[src/rtl/cpu6_instr_encoder.sv]
// Instruction-word encoder: turns field-level requests into 32-bit RV-style words,
// rejects illegal combinations and buffers legal words in a 2-entry output FIFO.
module cpu6_instr_encoder #(
  parameter int CNT_W = 16
) (
  input  logic             clk,
  input  logic             reset,
  input  logic             in_valid,
  output logic             in_ready,
  input  logic [3:0]       in_class,
  input  logic [4:0]       in_rd,
  input  logic [4:0]       in_rs1,
  input  logic [4:0]       in_rs2,
  input  logic [2:0]       in_funct3,
  input  logic [6:0]       in_funct7,
  input  logic [31:0]      in_imm,
  input  logic             flush,
  output logic             out_valid,
  input  logic             out_ready,
  output logic [31:0]      out_instr,
  output logic             illegal,
  output logic [CNT_W-1:0] emitted_cnt
);

  localparam logic [3:0] CLS_R      = 4'd0;
  localparam logic [3:0] CLS_OPIMM  = 4'd1;
  localparam logic [3:0] CLS_LOAD   = 4'd2;
  localparam logic [3:0] CLS_STORE  = 4'd3;
  localparam logic [3:0] CLS_BRANCH = 4'd4;
  localparam logic [3:0] CLS_JAL    = 4'd5;
  localparam logic [3:0] CLS_JALR   = 4'd6;
  localparam logic [3:0] CLS_LUI    = 4'd7;
  localparam logic [3:0] CLS_AUIPC  = 4'd8;
  localparam logic [3:0] CLS_CSR    = 4'd9;
  localparam logic [3:0] CLS_MRET   = 4'd10;

  logic [31:0]      enc_word_s;
  logic             enc_bad_s;
  logic             accept_s;
  logic             push_s;
  logic             pop_s;
  logic [31:0]      mem_r [2];
  logic             rd_ptr_r;
  logic             wr_ptr_r;
  logic [1:0]       count_r;
  logic             illegal_r;
  logic [CNT_W-1:0] emitted_cnt_r;

  // Field placement and legality check for the presented request
  always_comb begin
    enc_word_s = 32'h0000_0000;
    enc_bad_s  = 1'b0;
    case (in_class)
      CLS_R: begin
        enc_word_s = {in_funct7, in_rs2, in_rs1, in_funct3, in_rd, 7'h33};
        if (in_funct7 == 7'h00) begin
          enc_bad_s = 1'b0;
        end else if (in_funct7 == 7'h20) begin
          enc_bad_s = !((in_funct3 == 3'd0) || (in_funct3 == 3'd5));
        end else begin
          enc_bad_s = 1'b1;
        end
      end
      CLS_OPIMM: begin
        enc_word_s = {in_imm[11:0], in_rs1, in_funct3, in_rd, 7'h13};
        // shift-immediates carry a funct7-like field in imm[11:5]
        if (in_funct3 == 3'd1) begin
          enc_bad_s = (in_imm[11:5] != 7'h00);
        end else if (in_funct3 == 3'd5) begin
          enc_bad_s = !((in_imm[11:5] == 7'h00) || (in_imm[11:5] == 7'h20));
        end else begin
          enc_bad_s = 1'b0;
        end
      end
      CLS_LOAD: begin
        enc_word_s = {in_imm[11:0], in_rs1, in_funct3, in_rd, 7'h03};
        enc_bad_s  = (in_funct3 == 3'd3) || (in_funct3 == 3'd6) || (in_funct3 == 3'd7);
      end
      CLS_STORE: begin
        enc_word_s = {in_imm[11:5], in_rs2, in_rs1, in_funct3, in_imm[4:0], 7'h23};
        enc_bad_s  = (in_funct3 > 3'd2);
      end
      CLS_BRANCH: begin
        enc_word_s = {in_imm[12], in_imm[10:5], in_rs2, in_rs1, in_funct3,
                      in_imm[4:1], in_imm[11], 7'h63};
        enc_bad_s  = (in_funct3 == 3'd2) || (in_funct3 == 3'd3) || in_imm[0];
      end
      CLS_JAL: begin
        enc_word_s = {in_imm[20], in_imm[10:1], in_imm[11], in_imm[19:12], in_rd, 7'h6F};
        enc_bad_s  = in_imm[0];
      end
      CLS_JALR: begin
        enc_word_s = {in_imm[11:0], in_rs1, in_funct3, in_rd, 7'h67};
        enc_bad_s  = (in_funct3 != 3'd0);
      end
      CLS_LUI: begin
        enc_word_s = {in_imm[31:12], in_rd, 7'h37};
      end
      CLS_AUIPC: begin
        enc_word_s = {in_imm[31:12], in_rd, 7'h17};
      end
      CLS_CSR: begin
        enc_word_s = {in_imm[11:0], in_rs1, in_funct3, in_rd, 7'h73};
        enc_bad_s  = (in_funct3 == 3'd0) || (in_funct3 == 3'd4);
      end
      CLS_MRET: begin
        enc_word_s = 32'h3020_0073;
      end
      default: begin
        enc_bad_s = 1'b1;
      end
    endcase
  end

  // in_ready depends only on flush and registered occupancy, never on out_ready
  assign in_ready  = !flush && (count_r != 2'd2);
  assign accept_s  = in_valid && in_ready;
  assign push_s    = accept_s && !enc_bad_s;
  assign pop_s     = (count_r != 2'd0) && out_ready;

  assign out_valid   = (count_r != 2'd0);
  assign out_instr   = (count_r != 2'd0) ? mem_r[rd_ptr_r] : 32'h0000_0000;
  assign illegal     = illegal_r;
  assign emitted_cnt = emitted_cnt_r;

  // Output FIFO storage, pointers and occupancy
  always_ff @(posedge clk or posedge reset) begin
    if (reset) begin
      mem_r[0] <= 32'h0000_0000;
      mem_r[1] <= 32'h0000_0000;
      rd_ptr_r <= 1'b0;
      wr_ptr_r <= 1'b0;
      count_r  <= 2'd0;
    end else if (flush) begin
      rd_ptr_r <= 1'b0;
      wr_ptr_r <= 1'b0;
      count_r  <= 2'd0;
    end else begin
      if (push_s) begin
        mem_r[wr_ptr_r] <= enc_word_s;
        wr_ptr_r        <= ~wr_ptr_r;
      end
      if (pop_s) begin
        rd_ptr_r <= ~rd_ptr_r;
      end
      case ({push_s, pop_s})
        2'b10:   count_r <= count_r + 2'd1;
        2'b01:   count_r <= count_r - 2'd1;
        default: count_r <= count_r;
      endcase
    end
  end

  // Illegal-request pulse and transferred-word counter
  always_ff @(posedge clk or posedge reset) begin
    if (reset) begin
      illegal_r     <= 1'b0;
      emitted_cnt_r <= {CNT_W{1'b0}};
    end else if (flush) begin
      illegal_r     <= 1'b0;
      emitted_cnt_r <= emitted_cnt_r;
    end else begin
      illegal_r <= accept_s && enc_bad_s;
      if (pop_s) begin
        emitted_cnt_r <= emitted_cnt_r + {{(CNT_W-1){1'b0}}, 1'b1};
      end else begin
        emitted_cnt_r <= emitted_cnt_r;
      end
    end
  end

endmodule

[config.mk]
export PLATFORM = sky130hd
export DESIGN_NAME = cpu6_instr_encoder
export DESIGN_NICKNAME = d
export VERILOG_FILES = /design/src/rtl/cpu6_instr_encoder.sv
export SDC_FILE = /design/constraint.sdc
export NUM_CORES = 1
export LEC_CHECK = 0
export ABC_AREA = 1
export BUFFER_PORTS_ARGS = -buffer_cell sky130_fd_sc_hd__buf_4
export CORE_UTILIZATION = 50
export CTS_CLUSTER_SIZE = 12
export DETAILED_ROUTE_END_ITERATION = 6
export PLACE_DENSITY = 0.8
export SYNTH_ARGS = -nofsm -noshare
export SYNTH_HDL_FRONTEND = slang
export SYNTH_SLANG_ARGS = --single-unit
[constraint.sdc]
create_clock -name clk -period 2.8 [get_ports clk]
set_input_delay 0 -clock clk [delete_from_list [all_inputs] [get_ports clk]]
set_output_delay 0 -clock clk [all_outputs]
set_load 0.02 [all_outputs]
==> impl_summary.md <==
Floorplan
During I/O placement, the number of pins put on the boundary was roughly 120. The horizontal die dimension is 98.28 µm. The area inside the core boundary is 8848 µm². The effective utilization at floorplan is 0.5238. The die height is 98.28 µm. After floorplanning, the core was divided into 34 placement rows.

The floorplan step defined a die boundary enclosing 9658 µm².

Power
The worst IR drop on VDD is approximately 0.27 mV. The analysis attributes to cell leakage a power of between 3 and 4 nW. The areal power density over the cells is 640.4 nW/µm².

Logic synthesis
Synthesis produced 654 cells. The leading register cell type out of synthesis is sky130_fd_sc_hd__dfrtp_1. The share of synthesized area in the top cell type comes to 0.4482.

During synthesis, Yosys emitted a total of 0 warnings. The number of distinct library cells after synthesis is 31. In this run, synthesis produced a sequential element count of 83. The post-synthesis instance area is 4634 µm². The largest total area in the synthesized netlist belongs to sky130_fd_sc_hd__dfrtp_1.

Averaged over all synthesized cells, the footprint is 7.086 µm². The net count after synthesis is 721. The count of flip-flops with a built-in enable after synthesis is 0.

Of all flip-flops after synthesis, the portion carrying an async set or reset was 1.000. Yosys instantiated no cell more often than sky130_fd_sc_hd__nand2_1. By count the netlist is led by 262 x sky130_fd_sc_hd__nand2_1, 83 x sky130_fd_sc_hd__dfrtp_1, 76 x sky130_fd_sc_hd__nand3_1. Yosys attributes the largest share of cell area to sky130_fd_sc_hd__dfrtp_1 45%, sky130_fd_sc_hd__nand2_1 21%, sky130_fd_sc_hd__nand3_1 8.2%.

The sequential fraction of the synthesis area is 0.4482.

Detailed routing
The total routed wirelength is 12.86 mm. The number of DRC markers in iteration 0 is 337. The vias after detailed routing is 4763. The number of antenna-violating nets in the routed design is 0.

The number of remaining DRC errors is 7. The number of iterations in the first detailed-routing pass is 7. Using the TritonRoute via totals, the vias-per-cell ratio works out to 5.450. After detailed routing, the average wire length per cell comes to 14.72 µm.

Critical path
The critical path ends at mem_r[35]. The most critical setup path has its startpoint at count_r[1]. The worst setup path is captured at a flop.

Data arrives at the worst endpoint at 2.49 ns. The register-to-register setup slack is 0.58 ns. The number of cell instances on the worst register-to-register path is 10.

The startpoint of the most critical register-to-register path is count_r[1]. The highest fanout seen on the critical path is 33. The startpoint-to-endpoint class of the critical path is reg2reg. STA classifies the critical path startpoint as a flop.

At the worst endpoint, the required time is 3.06 ns. In this run the critical register-to-register path is captured at mem_r[35].

Placement
The post-placement cell count is 854. The detailed placer's ending HPWL is roughly 9.5 mm. The final RePlAce weighted congestion is 0.9371. Port buffering added around 120 buffers.

Final layout
0 antenna diodes ended up in the layout. For this run, the post-layout net count is roughly 830. The fraction of layout instances using a drive strength above 1 is 0.2076.

The area added between synthesis and finish is 26.00%. Once layout is complete, the utilization of the core stands at 0.6599. The layout filler cell count is 766. The post-layout instance count excluding filler cells is between 800 and 900.

Global route
Entering global routing, the biggest net connects 52 pins. The number of global-route vias before repair is ~4400. The remaining global-route overflow is 0. The number of antenna violations at the first check in global routing is 0. Across every metal layer, demand over resource in global routing totals 0.2757. The first global-routing pass estimated 21.06 mm of wire.

Timing
Setup repair after global routing left no endpoint under its margin. The total count of max-transition violations in the final report is 0. The worst path in the final design needs a cycle of 2.223 ns, including I/O delays and setup. The final-layout setup total negative slack is 0 ns. Headroom to the max-slew limit came out at 0.4089. The final-report hold violation count is 0.

The final critical-path share of the clock period is 0.7939. The highest clock rate is 449.9 MHz. The number of setup violations in the final report is 0. Final hold analysis gives a worst-case slack of roughly 0.0077 ns. The setup skew after layout is slightly above 0.007 ns. At the pin with the least slew margin, the transition time is 0.8856 ns.

Clock network
Counting along the longest clock path gives a buffer depth of 2. The clock sink count is 83. Buffers inserted during clock tree synthesis total 9. The H-tree depth reported by CTS is 3. For the worst-skew pair, the clock arrives at the later sink with an insertion delay of about 0.36 ns. The number of setup buffers added after CTS is 0. Gates resized during post-CTS repair numbered 0. TritonCTS built the clock tree.

CTS placed an instance of sky130_fd_sc_hd__clkbuf_8 at the clock tree root. After clock tree synthesis, the clock-pin slew on the worst setup and hold paths is around 0.08 ns.

Run
The max-cap check violation count is 0.

Run status
The run finished, with violations left. The final reports fail on design-rule violations.

Worst hold path
In this run the worst hold path is classified as in2reg.
## timing repair
action                                 4_1_cts  5_1_grt
setup endpoints to repair                    0        0
hold buffers                                 5        0
endpoints found under the hold margin       58        0
## layout make-up
type / count / area, µm² / share of cell area
clock buffer: 10 / 127.6 / 0.02186
clock inverter: 5 / 102.6 / 0.01757
multi-input combinational: 483 / 2188 / 0.3748
timing repair buffer: 130 / 1001 / 0.1714
tap: 108 / 135.1 / 0.02314
inverter: 55 / 207.7 / 0.03557
sequential: 83 / 2077 / 0.3557
## worst min-delay path by stage
stage | startpoint | to | slack (ns) | cells after the start
2_1_floorplan | flush | in_ready | 0.09 | 1
3_3_place_gp | reset | emitted_cnt[15] | 0.20 | 2
3_5_place_dp | reset | emitted_cnt[15] | 0.21 | 2
4_1_cts | out_ready | rd_ptr_r | 0.005 | 3
5_1_grt | out_ready | rd_ptr_r | 0.01 | 3
6_report | out_ready | rd_ptr_r | 0.008 | 3
## report_power, final
part           switching (W)  internal (W)  leakage (nW)
sequential          0.000176       0.00148          1.07
clock               0.000422      0.000586         0.112
combinational       0.000671      0.000404          2.00
## sequential cells by signal, summed over array words and instances (netlist names)
signal / cells
wr_ptr_r: 1
mem_r: 62
illegal: 1
emitted_cnt: 16
rd_ptr_r: 1
count_r: 2
## layer usage
metal  track usage  up-vias  wire [µm]
li1              -     2296          -
met3       0.03364       33        910
met5             0        -          0
met1        0.3670     2205       5553
met4        0.1068        0        305
met2        0.4615      229       6092
## metrics by stage
step | power (W) | cell area (µm²) | setup slack, ns
2_1_floorplan | 0.002328 | 4634 | 0.6632
3_5_place_dp | 0.002737 | 5559 | 0.6210
4_1_cts | 0.003746 | 5839 | 0.5974
3_3_place_gp | 0.002688 | 5559 | 0.7251
5_1_grt | 0.003949 | 5839 | 0.4012
6_report | 0.003740 | 5839 | 0.5771
## placed cells by master (no fill, tap or decap), drive strengths merged, types with 6 or more instances in the layout
master  Yosys  routed
a22oi       9       9
clkbuf     17      10
nand3      77      77
a21oi      37      37
o21ai      29      29
xor2        8       8
inv        54      53
nor2       32      32
nand2     267     267
buf        16     125
xnor2       6       6
dfrtp      83      83
## logic make-up after synthesis
group                    after synthesis  share of synthesized area
AND/OR/NAND/NOR                      387                     0.3467
AO/OA/AOI/OAI                         81                    0.09584
flip-flops                            83                     0.4482
adder cells (fa/ha/maj)                1                   0.002699
XOR/XNOR                              14                    0.02646
buffers and inverters                 88                    0.08018
## critical path, cell delays in order (launching register included)
cell and delay (ns):
sky130_fd_sc_hd__dfrtp_1 0.44, sky130_fd_sc_hd__inv_1 0.08, sky130_fd_sc_hd__nor2_1 0.05, sky130_fd_sc_hd__nor2_1 0.12, sky130_fd_sc_hd__nand2_1 0.10, sky130_fd_sc_hd__inv_1 0.10
sky130_fd_sc_hd__nand3_2 0.13, sky130_fd_sc_hd__inv_2 0.09, sky130_fd_sc_hd__buf_4 0.28, sky130_fd_sc_hd__nand2_2 0.43, sky130_fd_sc_hd__o21ai_0 0.30
Power figures use the tool's default switching activity.
